===== src/rtl/debug_trace_buffer_pkg.sv =====
// Shared types, field widths and record packing for the debug trace buffer.
package debugTracePkg;

  typedef enum logic [1:0] {
    TS_IDLE      = 2'd0,
    TS_ARMED     = 2'd1,
    TS_TRIGGERED = 2'd2,
    TS_FROZEN    = 2'd3
  } traceStateT;

  localparam int unsigned CAUSE_WIDTH      = 5;
  localparam int unsigned FLAGS_WIDTH      = 4;
  localparam int unsigned MAX_FIELD_WIDTH  = 64;
  localparam int unsigned MAX_RECORD_WIDTH = 2 * MAX_FIELD_WIDTH + CAUSE_WIDTH + FLAGS_WIDTH;

  // Pack {stamp, cause, flags, pc} LSB-aligned; caller truncates to its record width.
  function automatic logic [MAX_RECORD_WIDTH-1:0] packRecord(
    input logic [MAX_FIELD_WIDTH-1:0] stamp,
    input logic [CAUSE_WIDTH-1:0]     cause,
    input logic [FLAGS_WIDTH-1:0]     flags,
    input logic [MAX_FIELD_WIDTH-1:0] pc,
    input int unsigned                pcWidth
  );
    logic [MAX_RECORD_WIDTH-1:0] rec;
    rec = MAX_RECORD_WIDTH'(pc);
    rec = rec | (MAX_RECORD_WIDTH'(flags) << pcWidth);
    rec = rec | (MAX_RECORD_WIDTH'(cause) << (pcWidth + FLAGS_WIDTH));
    rec = rec | (MAX_RECORD_WIDTH'(stamp) << (pcWidth + FLAGS_WIDTH + CAUSE_WIDTH));
    return rec;
  endfunction

endpackage


===== src/rtl/debug_trace_buffer_ram.sv =====
// Trace record storage: one synchronous write port, one asynchronous read port.
module debug_trace_ram #(
  parameter int unsigned DEPTH = 16,
  parameter int unsigned WIDTH = 57,
  localparam int unsigned PTR_WIDTH = $clog2(DEPTH)
) (
  input  logic                 clk,
  input  logic                 wrEn,
  input  logic [PTR_WIDTH-1:0] wrAddr,
  input  logic [WIDTH-1:0]     wrData,
  input  logic [PTR_WIDTH-1:0] rdAddr,
  output logic [WIDTH-1:0]     rdData
);

  logic [WIDTH-1:0] mem [DEPTH];

  // Record write on capture cycles
  always_ff @(posedge clk) begin
    if (wrEn) begin
      mem[wrAddr] <= wrData;
    end
  end

  assign rdData = mem[rdAddr];

endmodule


===== src/rtl/debug_trace_buffer.sv =====
// Circular retire-trace recorder with breakpoint/forced trigger, post-trigger
// capture window, halt request and oldest-first valid/ready drain.
module debug_trace_buffer
  import debugTracePkg::*;
#(
  parameter int unsigned ADDR_WIDTH   = 32,
  parameter int unsigned DEPTH        = 16,
  parameter int unsigned POST_TRIGGER = 4,
  parameter int unsigned BP_COUNT     = 2,
  parameter int unsigned STAMP_WIDTH  = 16
) (
  input  logic                           clk,
  input  logic                           reset,
  input  logic                           machineCycleDone,
  input  logic [ADDR_WIDTH-1:0]          nextPC,
  input  logic [FLAGS_WIDTH-1:0]         flags,
  input  logic [CAUSE_WIDTH-1:0]         cause,
  input  logic                           arm,
  input  logic [BP_COUNT*ADDR_WIDTH-1:0] bpAddr,
  input  logic [BP_COUNT-1:0]            bpEnable,
  input  logic                           forceTrigger,
  output logic                           haltRequest,
  output logic                           rdValid,
  input  logic                           rdReady,
  output logic [STAMP_WIDTH+CAUSE_WIDTH+FLAGS_WIDTH+ADDR_WIDTH-1:0] rdData,
  output logic [1:0]                     traceState,
  output logic                           overflow
);

  localparam int unsigned PTR_WIDTH    = $clog2(DEPTH);
  localparam int unsigned CNT_WIDTH    = PTR_WIDTH + 1;
  localparam int unsigned RECORD_WIDTH = STAMP_WIDTH + CAUSE_WIDTH + FLAGS_WIDTH + ADDR_WIDTH;

  traceStateT             state, stateNext;
  logic [PTR_WIDTH-1:0]   wrPtr, wrPtrNext;
  logic [PTR_WIDTH-1:0]   rdPtr, rdPtrNext;
  logic [CNT_WIDTH-1:0]   count, countNext;
  logic [CNT_WIDTH-1:0]   postCnt, postCntNext;
  logic [STAMP_WIDTH-1:0] stamp, stampNext;
  logic                   overflowNext;
  logic                   wrEn;
  logic [BP_COUNT-1:0]    bpMatch;
  logic                   trigger;
  logic [RECORD_WIDTH-1:0] wrRecord;
  logic [RECORD_WIDTH-1:0] ramRdData;

  // Breakpoint comparators, qualified by a retire in the same cycle
  for (genvar i = 0; i < BP_COUNT; i++) begin : gBp
    assign bpMatch[i] = machineCycleDone && bpEnable[i]
                        && (nextPC == bpAddr[i*ADDR_WIDTH +: ADDR_WIDTH]);
  end

  assign trigger  = forceTrigger || (|bpMatch);
  assign wrRecord = RECORD_WIDTH'(packRecord(MAX_FIELD_WIDTH'(stamp), cause, flags,
                                             MAX_FIELD_WIDTH'(nextPC), ADDR_WIDTH));

  debug_trace_ram #(
    .DEPTH (DEPTH),
    .WIDTH (RECORD_WIDTH)
  ) uRam (
    .clk    (clk),
    .wrEn   (wrEn),
    .wrAddr (wrPtr),
    .wrData (wrRecord),
    .rdAddr (rdPtr),
    .rdData (ramRdData)
  );

  // State, pointer, count, stamp and overflow registers
  always_ff @(posedge clk) begin
    if (reset) begin
      state    <= TS_IDLE;
      wrPtr    <= '0;
      rdPtr    <= '0;
      count    <= '0;
      postCnt  <= '0;
      stamp    <= '0;
      overflow <= 1'b0;
    end else begin
      state    <= stateNext;
      wrPtr    <= wrPtrNext;
      rdPtr    <= rdPtrNext;
      count    <= countNext;
      postCnt  <= postCntNext;
      stamp    <= stampNext;
      overflow <= overflowNext;
    end
  end

  // Next-state: arm wins over everything, then capture/trigger/drain per state
  always_comb begin
    stateNext    = state;
    wrPtrNext    = wrPtr;
    rdPtrNext    = rdPtr;
    countNext    = count;
    postCntNext  = postCnt;
    stampNext    = stamp;
    overflowNext = overflow;
    wrEn         = 1'b0;
    if (arm) begin
      stateNext    = TS_ARMED;
      wrPtrNext    = '0;
      rdPtrNext    = '0;
      countNext    = '0;
      postCntNext  = '0;
      stampNext    = '0;
      overflowNext = 1'b0;
    end else begin
      case (state)
        TS_ARMED: begin
          wrEn = machineCycleDone;
          if (trigger) begin
            postCntNext = CNT_WIDTH'(POST_TRIGGER);
            stateNext   = (POST_TRIGGER == 0) ? TS_FROZEN : TS_TRIGGERED;
          end
        end
        TS_TRIGGERED: begin
          if (machineCycleDone) begin
            wrEn        = 1'b1;
            postCntNext = postCnt - CNT_WIDTH'(1);
            if (postCnt == CNT_WIDTH'(1)) begin
              stateNext = TS_FROZEN;
            end
          end
        end
        TS_FROZEN: begin
          if (rdValid && rdReady) begin
            rdPtrNext = rdPtr + PTR_WIDTH'(1);
            countNext = count - CNT_WIDTH'(1);
          end
        end
        default: ;
      endcase
      // A full buffer drops its oldest record to make room
      if (wrEn) begin
        wrPtrNext = wrPtr + PTR_WIDTH'(1);
        stampNext = stamp + STAMP_WIDTH'(1);
        if (count == CNT_WIDTH'(DEPTH)) begin
          rdPtrNext    = rdPtr + PTR_WIDTH'(1);
          overflowNext = 1'b1;
        end else begin
          countNext = count + CNT_WIDTH'(1);
        end
      end
    end
  end

  assign haltRequest = (state == TS_FROZEN);
  assign rdValid     = (state == TS_FROZEN) && (count != '0);
  assign rdData      = rdValid ? ramRdData : '0;
  assign traceState  = state;

endmodule

===== config.mk =====
export PLATFORM = sky130hd
export DESIGN_NAME = debug_trace_buffer
export DESIGN_NICKNAME = d
export VERILOG_FILES = /design/src/rtl/debug_trace_buffer_pkg.sv /design/src/rtl/debug_trace_buffer_ram.sv /design/src/rtl/debug_trace_buffer.sv
export SDC_FILE = /design/constraint.sdc
export NUM_CORES = 1
export LEC_CHECK = 0
export ABC_AREA = 1
export BUFFER_PORTS_ARGS = -buffer_cell sky130_fd_sc_hd__buf_4
export CAP_MARGIN = 20
export CORE_MARGIN = 4
export CORE_UTILIZATION = 45
export DETAILED_ROUTE_END_ITERATION = 7
export SYNTH_ARGS = -nofsm -noshare
export SYNTH_HDL_FRONTEND = slang
export SYNTH_SLANG_ARGS = --single-unit

===== constraint.sdc =====
create_clock -name clk -period 3.8 [get_ports clk]
set_clock_uncertainty 0.05 [all_clocks]
set_input_delay 0.19 -clock clk [delete_from_list [all_inputs] [get_ports clk]]
set_output_delay 0.19 -clock clk [all_outputs]
set_load 0.02 [all_outputs]

# == Word-level counts from Yosys, hierarchy flattened ==
# Memory sizes are Yosys's and may differ from the RTL's. A register that Yosys moved wholly into a read port is not among the register bits.
# Cells that the tools add are included.
# op_classes
n_reduce_logical,16
bitwise,3
eq_ne,13
muxes,24
addsub,6
# ops
operator,count
32-bit equality test,2
57-bit 2-to-1 mux,1
41-bit by 57-bit OR with 57-bit output,1
36-bit by 41-bit OR with 41-bit output,1
32-bit by 36-bit OR with 36-bit output,1
5-bit 2-to-1 mux,6
4-bit 2-to-1 mux,5
16-bit by 1-bit adder with 16-bit output (second input constant),1
5-bit case mux with 2 select lines,1
5-bit by 1-bit subtractor with 5-bit output (second input constant),2
3-bit inequality test (second input constant),3
4-bit by 1-bit adder with 4-bit output (second input constant),2
4-bit AND reduction,2
1-bit logical AND,6
1-bit 2-to-1 mux,6
2-bit 2-to-1 mux,3
2-bit inequality test (second input constant),3
5-bit by 1-bit adder with 5-bit output (second input constant),1
5-bit by 1-bit equality test with 1-bit output (second input constant),1
5-bit equality test (second input constant),1
5-bit nonzero test,1
2-bit equality test (second input constant),2
2-bit case mux with 2 select lines,1
2-bit OR reduction,2
other kinds (7),7
# totals
mem_bits_rw,912
out_inout_bits,62
memories,1
regBits,37
# memory_table
memory,words,width,rd,rd_clocked_by_memory_dff,wr,line_no,rtl
uRam.mem,16,57,1,1,1,debug_trace_buffer_ram.sv:15,logic [WIDTH-1:0] mem [DEPTH];

# == Logic depth before layout (Yosys ltp) ==
# Gate-level depths: netlist (run 1).
# logic_depth
ltp_word,8
depth_mapped,15
mapped_depth_nobuf,15

# == Cells and area by module ==
# Synthesis (run 1) repeated with hierarchy kept, for this count alone.
# hier_totals
cells_unflattened,4316
area_unflattened_um2,42695.9
# by_module_without_submodules
mod,n_inst,cells_per_inst,area_each_um2
debug_trace_ram,1,3696,39258.9
debug_trace_buffer,1,620,3437.0

# == Worst setup path before layout (run 1) ==
# No wires, ideal clock.
# synth_path
path_kind,reg-to-reg
startpoint,"reg state[0], in the netlist traceState[0]"
endpoint,"mem uRam.mem[11][0], enable pin"
required_ns,3.278
synth_period_minus_slack_ns,4.300
t_arrival_ns,3.778
setup_ns,0.472
path_buffers,1
setup_slack_ns,-0.500
path_stages_with_launch,9
cell_sequence,dfxtp_1 > inv_1 > ha_1 > inv_1 > nand2_2 > buf_6 > clkinv_1 > nand2_1 > nor2_1
# synth_via
elab_chain_len,6
word_cells_on_any_way,7
classes_between,eq/ne: 2; mux: 5
# synth_lines
item,line_no,rtl
"start, declared",debug_trace_buffer.sv:34,"traceStateT state, stateNext;"
"start signal, assigned",debug_trace_buffer.sv:80,state <= stateNext;
2-bit equality test / 2-bit by 1-bit equality test with 1-bit output (equally long branches),debug_trace_buffer.sv:109,case (state)
1-bit case mux with 2 select lines *,debug_trace_buffer.sv:109,
1-bit 2-to-1 mux * (2 in a row),debug_trace_buffer.sv:100,if (arm) begin
1-bit 2-to-1 mux *,debug_trace_buffer_ram.sv:19,if (wrEn) begin
1-bit 2-to-1 mux (implied by the code) *,debug_trace_buffer_ram.sv:20,mem[wrAddr] <= wrData;
"end, declared",debug_trace_buffer_ram.sv:15,
# Every way passes the cells marked *; elsewhere a longest branch is shown, timed or not. The select of a mux whose other input is x is not followed.

==> results of run 1 <==
## routing by layer
layer / vias up / wire length, um / part of all wire
met5: - / 12 / 0.00011
met1: 12840 / 43200 / 0.41
li1: 11404 / - / -
met2: 948 / 52200 / 0.50
met4: 2 / 2880 / 0.027
met3: 163 / 6480 / 0.062
## registers in the layout, summed over array words and instances (netlist names)
signal / cells
uRam.mem: 912
stamp: 16
count: 5
postCnt: 5
rdPtr: 4
wrPtr: 4
traceState: 2
overflow: 1
## power by group
part	leakage [nW]	internal, mW	switching, mW
clock	1.49	5.26	3.84
sequential	8.48	11.4	0.0191
combinational	4.66	0.209	0.359
total	14.6	16.9	4.22
## layout make-up
| class | count | area share |
|---|---|---|
| Antenna cell | 2 | 0.000113 |
| Sequential cell | 949 | 0.634 |
| Inverter | 105 | 0.00927 |
| Clock buffer | 116 | 0.0577 |
| Tap cell | 1134 | 0.0320 |
| Clock inverter | 56 | 0.0107 |
| Timing Repair Buffer | 284 | 0.0557 |
| Multi-Input combinational cell | 1688 | 0.201 |
## worst min path at each step
stage | end | slack (ns)
2_1_floorplan | uRam.mem[0][0]$_DFFE_PP_ | 0.24
3_3_place_gp | overflow$_SDFFE_PP0P_ | 0.41
3_5_place_dp | traceState[0]$_SDFFE_PP0P_ | 0.40
4_1_cts | traceState[1]$_SDFFE_PP0P_ | 0.12
5_1_grt | traceState[1]$_SDFFE_PP0P_ | 0.12
6_report | traceState[1]$_SDFFE_PP0P_ | 0.14
## logic make-up (layout without fill, tap and decap cells)
family	Yosys count	count (layout)
AO/OA/AOI/OAI	884	884
XOR/XNOR	30	30
adder cells (fa/ha/maj)	14	14
buffers and inverters	305	561
flip-flops	949	949
other	0	2
AND/OR/NAND/NOR	760	760
## placed cells by master, fill, tap and decap left out, drive strengths merged
cell type / n
a21oi: 88
a31o: 1
buf: 238
bufinv: 7
clkbuf: 116
clkinv: 44
clkinvlp: 4
dfxtp: 37
diode: 2
dlygate4sd3: 46
edfxtp: 912
ha: 14
inv: 106
nand2: 133
nand3: 72
nand4: 7
nor2: 532
nor3: 12
nor3b: 1
nor4: 2
o211ai: 73
o21ai: 487
o21bai: 2
o221ai: 156
o22ai: 77
or2: 1
xnor2: 10
xor2: 20
## what timing repair did
action | 4_1_cts | 5_1_grt
endpoints found under the setup margin | 0 | 0
endpoints found under the hold margin | 668 | 0
resized for setup | 0 | 0
hold buffers | 46 | 0
## metrics by stage
step | area [um2] | hold WS, ns
2_1_floorplan | 38200 | 0.239
3_3_place_gp | 40900 | 0.407
3_5_place_dp | 40900 | 0.403
4_1_cts | 44400 | 0.121
5_1_grt | 44400 | 0.125
6_report | 44400 | 0.135
## worst max-delay path, stage by stage (launching register included)
cell,delay [ns]
dfxtp_4,1.07
buf_4,0.43
o21ai_0,0.14
o221ai_1,0.23
nand3_1,0.11
a21oi_1,0.46
buf_4,0.24
==> flow_summary_export.csv, run 1 <==
group,metric,value,unit
cts,cts_setup_buffers,0,
sta,layout_setup_ws,0.206,ns
sta,worst_pin_slew,1.08,ns
die,dieHeight,299,um
cts,cts_buffers,94,
die,io_pins,175,
logic_synthesis,synthArstFlopShare,0,
route,drt_iter0_markers,2677,
setup_path,crit_path_start_kind,"register",
finish,seq_area,0.0281,mm2
place,place_ws,0.802,ns
die,row_count,106,
min_path,min-delay-path-class,"input port to register",
logic_synthesis,yosysWarnings,0,
route,post_drt_wl_per_cell,24.2,um
sta,fmax,278,MHz
sta,period_minus_slack,3.59,ns
finish,final_util,0.530,
finish,multiInputGateArea,0.00891,mm2
min_path,hold_path.startpoint,"forceTrigger",
sta,slew_headroom,0.281,
finish,fin_nets,3249,
logic_synthesis,syn_nets,3069,
route,vias,25357,
setup_path,crit_type,"register to output pin",
global_route,grt_pass1_vias,25076,
cts,ctsRootBufferMaster,"clkbuf_16",
setup_path,reg2reg_from,"traceState[0]$_SDFFE_PP0P_",
place,port_buffers,174,
power,p_total,21.1,mW
route,drt_pre_antenna_iters,6,
global_route,grt_start_max_net_pins,163,
cts,htreeDepth,3,
route,viasPerCell,5.85,
power,peakVddDrop,0.000395,V
route,ant_nets,0,
logic_synthesis,synth_cell_type_count,36,
logic_synthesis,synthMuxAreaShare,0,
logic_synthesis,post-synth-top-count-cell,"edfxtp_1",
global_route,met2_usage,0.386,
setup_path,crit_start,"rdPtr[1]$_SDFF_PP0_",
finish,fin_cells,4334,
logic_synthesis,yosysSeqAreaShare,0.737,
logic_synthesis,avgSynthCellArea,13.0,um2
sta,drv_slew,0,
cts,path_clk_slew,0.06,ns
logic_synthesis,netlist_area,0.0381,mm2
setup_path,critPathCaptureType,"output pin",
global_route,grt_pass1_wl,156,mm
logic_synthesis,yosys.area.top_type,"edfxtp_1",
logic_synthesis,ys_ff_latch,949,
setup_path,cp.required,3.56,ns
power,powerDensity,476,mW/mm2
cts,ctsLongestPathBuffers,3,
global_route,use_met1,0.306,
global_route,antenna_found_initial,2,
die,die_w,299,um
power,leakage,14.6,nW
sta,hold_viol,0,
global_route,grt_usage,0.229,
route,drc,0,
place,dpl.hpwl,57.5,mm
setup_path,cp_max_fo,78,
sta,setup_viol,0,
logic_synthesis,synthCells,2942,
logic_synthesis,netlist_top_cells_area,"edfxtp_1 (72%), o21ai_0 (6.4%), nor2_1 (5.2%), o221ai_1 (3.6%), dfxtp_1 (1.9%)",
logic_synthesis,synth_top_family_by_area,"compound AO/OA/AOI/OAI gates",
place,gp_congestion,0.778,
finish,fill_cells,6988,
min_path,hold_depth,5,
setup_path,arrival,3.35,ns
die,dieArea,0.0895,mm2
cts,cts_tree,"built",
finish,drive_gt1_frac,0.131,
logic_synthesis,synth_compound_area_frac,0.139,
route,wirelength,105,mm
global_route,grt.busiest_layer,"met2",
setup_path,critPathCapture,"rdData[22]",
cts,cts_sinks,949,
die,start_util,0.455,
logic_synthesis,yosysTopAreaCellShare,0.718,
global_route,grt.met3_usage,0.0348,
logic_synthesis,synth_fa_ha_area_frac,0.00459,
die,core_area,0.0838,mm2
sta,fin_tns_setup,0,ns
logic_synthesis,synth_flop_cell,"edfxtp_1",
logic_synthesis,yosys-top-cells-count,"edfxtp_1 (912), nor2_1 (529), o21ai_0 (485)",
logic_synthesis,synth_xor_area_frac,0.00689,
sta,min_period_over_period,0.946,
setup_path,r2r_cells,8,
finish,areaGrowthSynthToFinish,16.4,%
setup_path,timing.rr.end,"uRam.mem[4][24]$_DFFE_PP_",
global_route,globalRouteOverflowTotal,0,
cts,clk_latency,0.64,ns
logic_synthesis,synth-edff-count,912,
outcome,status,"complete, no violations",
sta,rsz0062_at_grt,"false",
place,placed_cells,4114,
setup_path,regToRegSetupSlack,0.80,ns
run,drv_cap,0,
logic_synthesis,synth_simple_gate_area_share,0.0798,
Note: power is estimated with default switching activity, not from simulation.
==> run 2, diff against run 1 <==
- CTS_CLUSTER_SIZE: unset -> 16
- SYNTH_HIERARCHICAL: unset -> 1
==> flow_summary_export.csv, run 2 <==
group,metric,value,unit
finish,fill_cells,8232,
finish,layout_commonest_cell,"nand2_1",
min_path,min-delay-path-class,"input port to register",
logic_synthesis,netlist_top_cells_area,"edfxtp_1 (64%), nand2_1 (12%), nand3_1 (8.3%), inv_1 (7.4%), dfxtp_1 (1.7%)",
power,switching_share,0.204,
cts,cts_buffers,101,
power,switchingPower,4.33,mW
sta,slew_headroom,0.239,
logic_synthesis,synthArstFlopShare,0,
sta,min_period_over_period,0.859,
cts,ctsLongestPathBuffers,3,
finish,n_antenna_cell,0,
setup_path,regToRegSetupSlack,0.91,ns
global_route,grt_pass1_vias,27528,
setup_path,crit_path_start_kind,"register",
route,drt_iter0_markers,2318,
cts,ctsRootBufferMaster,"clkbuf_16",
cts,cts_tree,"built",
setup_path,crit_type,"register to output pin",
global_route,use_met1,0.294,
logic_synthesis,synth_cell_type_count,38,
setup_path,cp_max_fo,214,
finish,fin_cells,5828,
global_route,grt_pass1_wl,165,mm
logic_synthesis,ys_ff_latch,949,
die,dieHeight,316,um
power,powerDensity,438,mW/mm2
global_route,grt.met3_usage,0.0293,
sta,hold_viol,0,
logic_synthesis,synth_flop_cell,"edfxtp_1",
die,row_count,112,
setup_path,critPathCaptureType,"output pin",
global_route,antenna_found_initial,2,
cts,path_clk_slew,0.06,ns
sta,worst_pin_slew,1.14,ns
place,dpl.hpwl,58.9,mm
finish,regMostFlops,"uRam/mem",
die,io_pins,175,
die,die_w,316,um
logic_synthesis,yosys-top-cells-count,"nand2_1 (1334), edfxtp_1 (912), inv_1 (842)",
setup_path,crit_start,"rdPtr[0]$_SDFF_PP0_",
logic_synthesis,yosys.area.top_type,"edfxtp_1",
global_route,met2_usage,0.366,
logic_synthesis,syn_nets,4440,
route,viasPerCell,4.99,
setup_path,critPathCapture,"rdData[20]",
global_route,grt_start_max_net_pins,215,
die,dieArea,0.0999,mm2
logic_synthesis,synth-edff-count,912,
finish,areaGrowthSynthToFinish,13.8,%
sta,rsz0062_at_grt,"false",
sta,drv_slew,0,
logic_synthesis,synthCells,4316,
cts,htreeDepth,3,
power,comb_power_share,0.030,
finish,fin_nets,4620,
logic_synthesis,yosysSeqAreaShare,0.659,
route,ant_nets,0,
route,drc,0,
setup_path,arrival,3.02,ns
global_route,grt.busiest_layer,"met2",
global_route,globalRouteOverflowTotal,0,
route,drt_pre_antenna_iters,6,
finish,largest_reg_flops,912,
logic_synthesis,yosysTopAreaCellShare,0.641,
cts,postCtsResizedCells,0,
route,post_drt_wl_per_cell,18.6,um
die,core_area,0.0937,mm2
power,peakVddDrop,0.000350,V
place,placed_cells,5603,
power,intPower,17.0,mW
setup_path,r2r_cells,8,
finish,seq_area,0.0281,mm2
power,seqPwrFrac,0.538,
finish,drive_gt1_frac,0.0883,
place,port_buffers,174,
die,start_util,0.455,
global_route,grt_usage,0.215,
setup_path,cp.required,3.56,ns
setup_path,timing.rr.end,"uRam/mem[14][14]$_DFFE_PP_",
sta,setup_viol,0,
route,wirelength,108,mm
sta,fmax,306,MHz
power,leakage,21.1,nW
outcome,status,"complete, no violations",
power,p_clk_frac,0.432,
setup_path,reg2reg_from,"traceState[0]$_SDFFE_PP0P_",
cts,clk_latency,0.64,ns
logic_synthesis,yosysWarnings,6,
run,drv_cap,0,
route,vias,29059,
logic_synthesis,avgSynthCellArea,9.89,um2
finish,multiInputGateArea,0.0102,mm2
logic_synthesis,netlist_area,0.0427,mm2
cts,cts_sinks,949,
finish,reg_top3,"uRam/mem x912, stamp x16",
place,gp_congestion,0.773,
logic_synthesis,post-synth-top-count-cell,"nand2_1",
finish,layout_common_cells,"nand2_1 (1333), edfxtp_1 (912), inv_1 (840)",
finish,final_util,0.518,
sta,period_minus_slack,3.26,ns
==> run 2: changes by cell type after synthesis, moves of 46 or more <==
| cell | before | now |
|---|---|---|
| a21oi_1 | 88 | 25 |
| buf_6 | 1 | 47 |
| clkbuf_1 | 144 | 20 |
| inv_1 | 99 | 842 |
| nand2_1 | 131 | 1334 |
| nand3_1 | 68 | 707 |
| nor2_1 | 529 | 137 |
| o211ai_1 | 73 | 1 |
| o21ai_0 | 485 | 29 |
| o221ai_1 | 156 | 0 |
| o22ai_1 | 77 | 1 |
==> run 2: final cells by class <==
cell class | instances | area share
clock buffer | 128 | 0.0543
clock inverter | 53 | 0.00868
inverter | 846 | 0.0660
multi-input combinational | 2321 | 0.210
sequential | 949 | 0.579
tap | 1254 | 0.0323
timing repair buffer | 277 | 0.0499
==> run 2: timing repair <==
action,in CTS,in global routing
setup buffers,0,0
endpoints found under the hold margin,676,0
hold buffers,44,0
==> run 2: how the worst min path moves through the flow <==
stage               cells after the start  slack [ns]  startpoint                    endpoint
global placement                        4        0.40       reset  traceState[0]$_SDFFE_PP0P_
global route                            5        0.05         arm       stamp[0]$_SDFFE_PP0P_
detailed placement                      4        0.39       reset  traceState[0]$_SDFFE_PP0P_
CTS                                     5        0.01         arm       stamp[0]$_SDFFE_PP0P_
finish                                  5        0.05         arm       stamp[0]$_SDFFE_PP0P_
floorplan                               0        0.24   nextPC[0]    uRam/mem[0][0]$_DFFE_PP_
==> run 2: kinds of logic after synthesis <==
logic type,Yosys count,synth area share
XOR/XNOR,29,0.00595
AO/OA/AOI/OAI,61,0.00747
flip-flops,949,0.659
buffers and inverters,1046,0.105
adder cells (fa/ha/maj),11,0.00322
AND/OR/NAND/NOR,2220,0.219
==> run 2: stage by stage <==
stage	TNS, ns	total power [mW]	worst slack [ns]	hold slack (ns)	cell area, um2
after floorplan	-486.17	11.9	-0.544	0.239	42700
after global placement	0	12.3	0.930	0.397	45100
after detailed placement	0	12.3	0.930	0.393	45100
after CTS	0	21.5	0.559	0.0147	48600
after global routing	0	22.0	0.327	0.0483	48600
final	0	21.3	0.537	0.0511	48600
==> run 2: per-layer routing <==
metal	up-vias	part of all wire	routed length [um]
met5	-	0.000065	7
met4	2	0.021	2280
met3	147	0.057	6160
met2	833	0.48	52300
met1	13940	0.44	47500
li1	14137	-	-
==> run 2: power by group through the flow <==
stage | Clock (mW) | Sequential (mW) | Combinational (mW)
floorplan | 0 | 11.7 | 0.254
global placement | 0 | 11.7 | 0.593
detailed placement | 0 | 11.7 | 0.601
CTS | 9.39 | 11.5 | 0.640
global route | 9.83 | 11.5 | 0.699
finish | 9.20 | 11.5 | 0.631
==> run 2: worst max-delay path: stages, from the launching register on <==
cell and delay [ns]:
dfxtp_4 0.46, buf_12 0.66, nand2_1 0.10, nand2_1 0.11
nand2_1 0.05, nand3_1 0.09, nand3_1 0.09, nand2_1 0.23
inv_1 0.09, nor2_1 0.11, buf_4 0.17
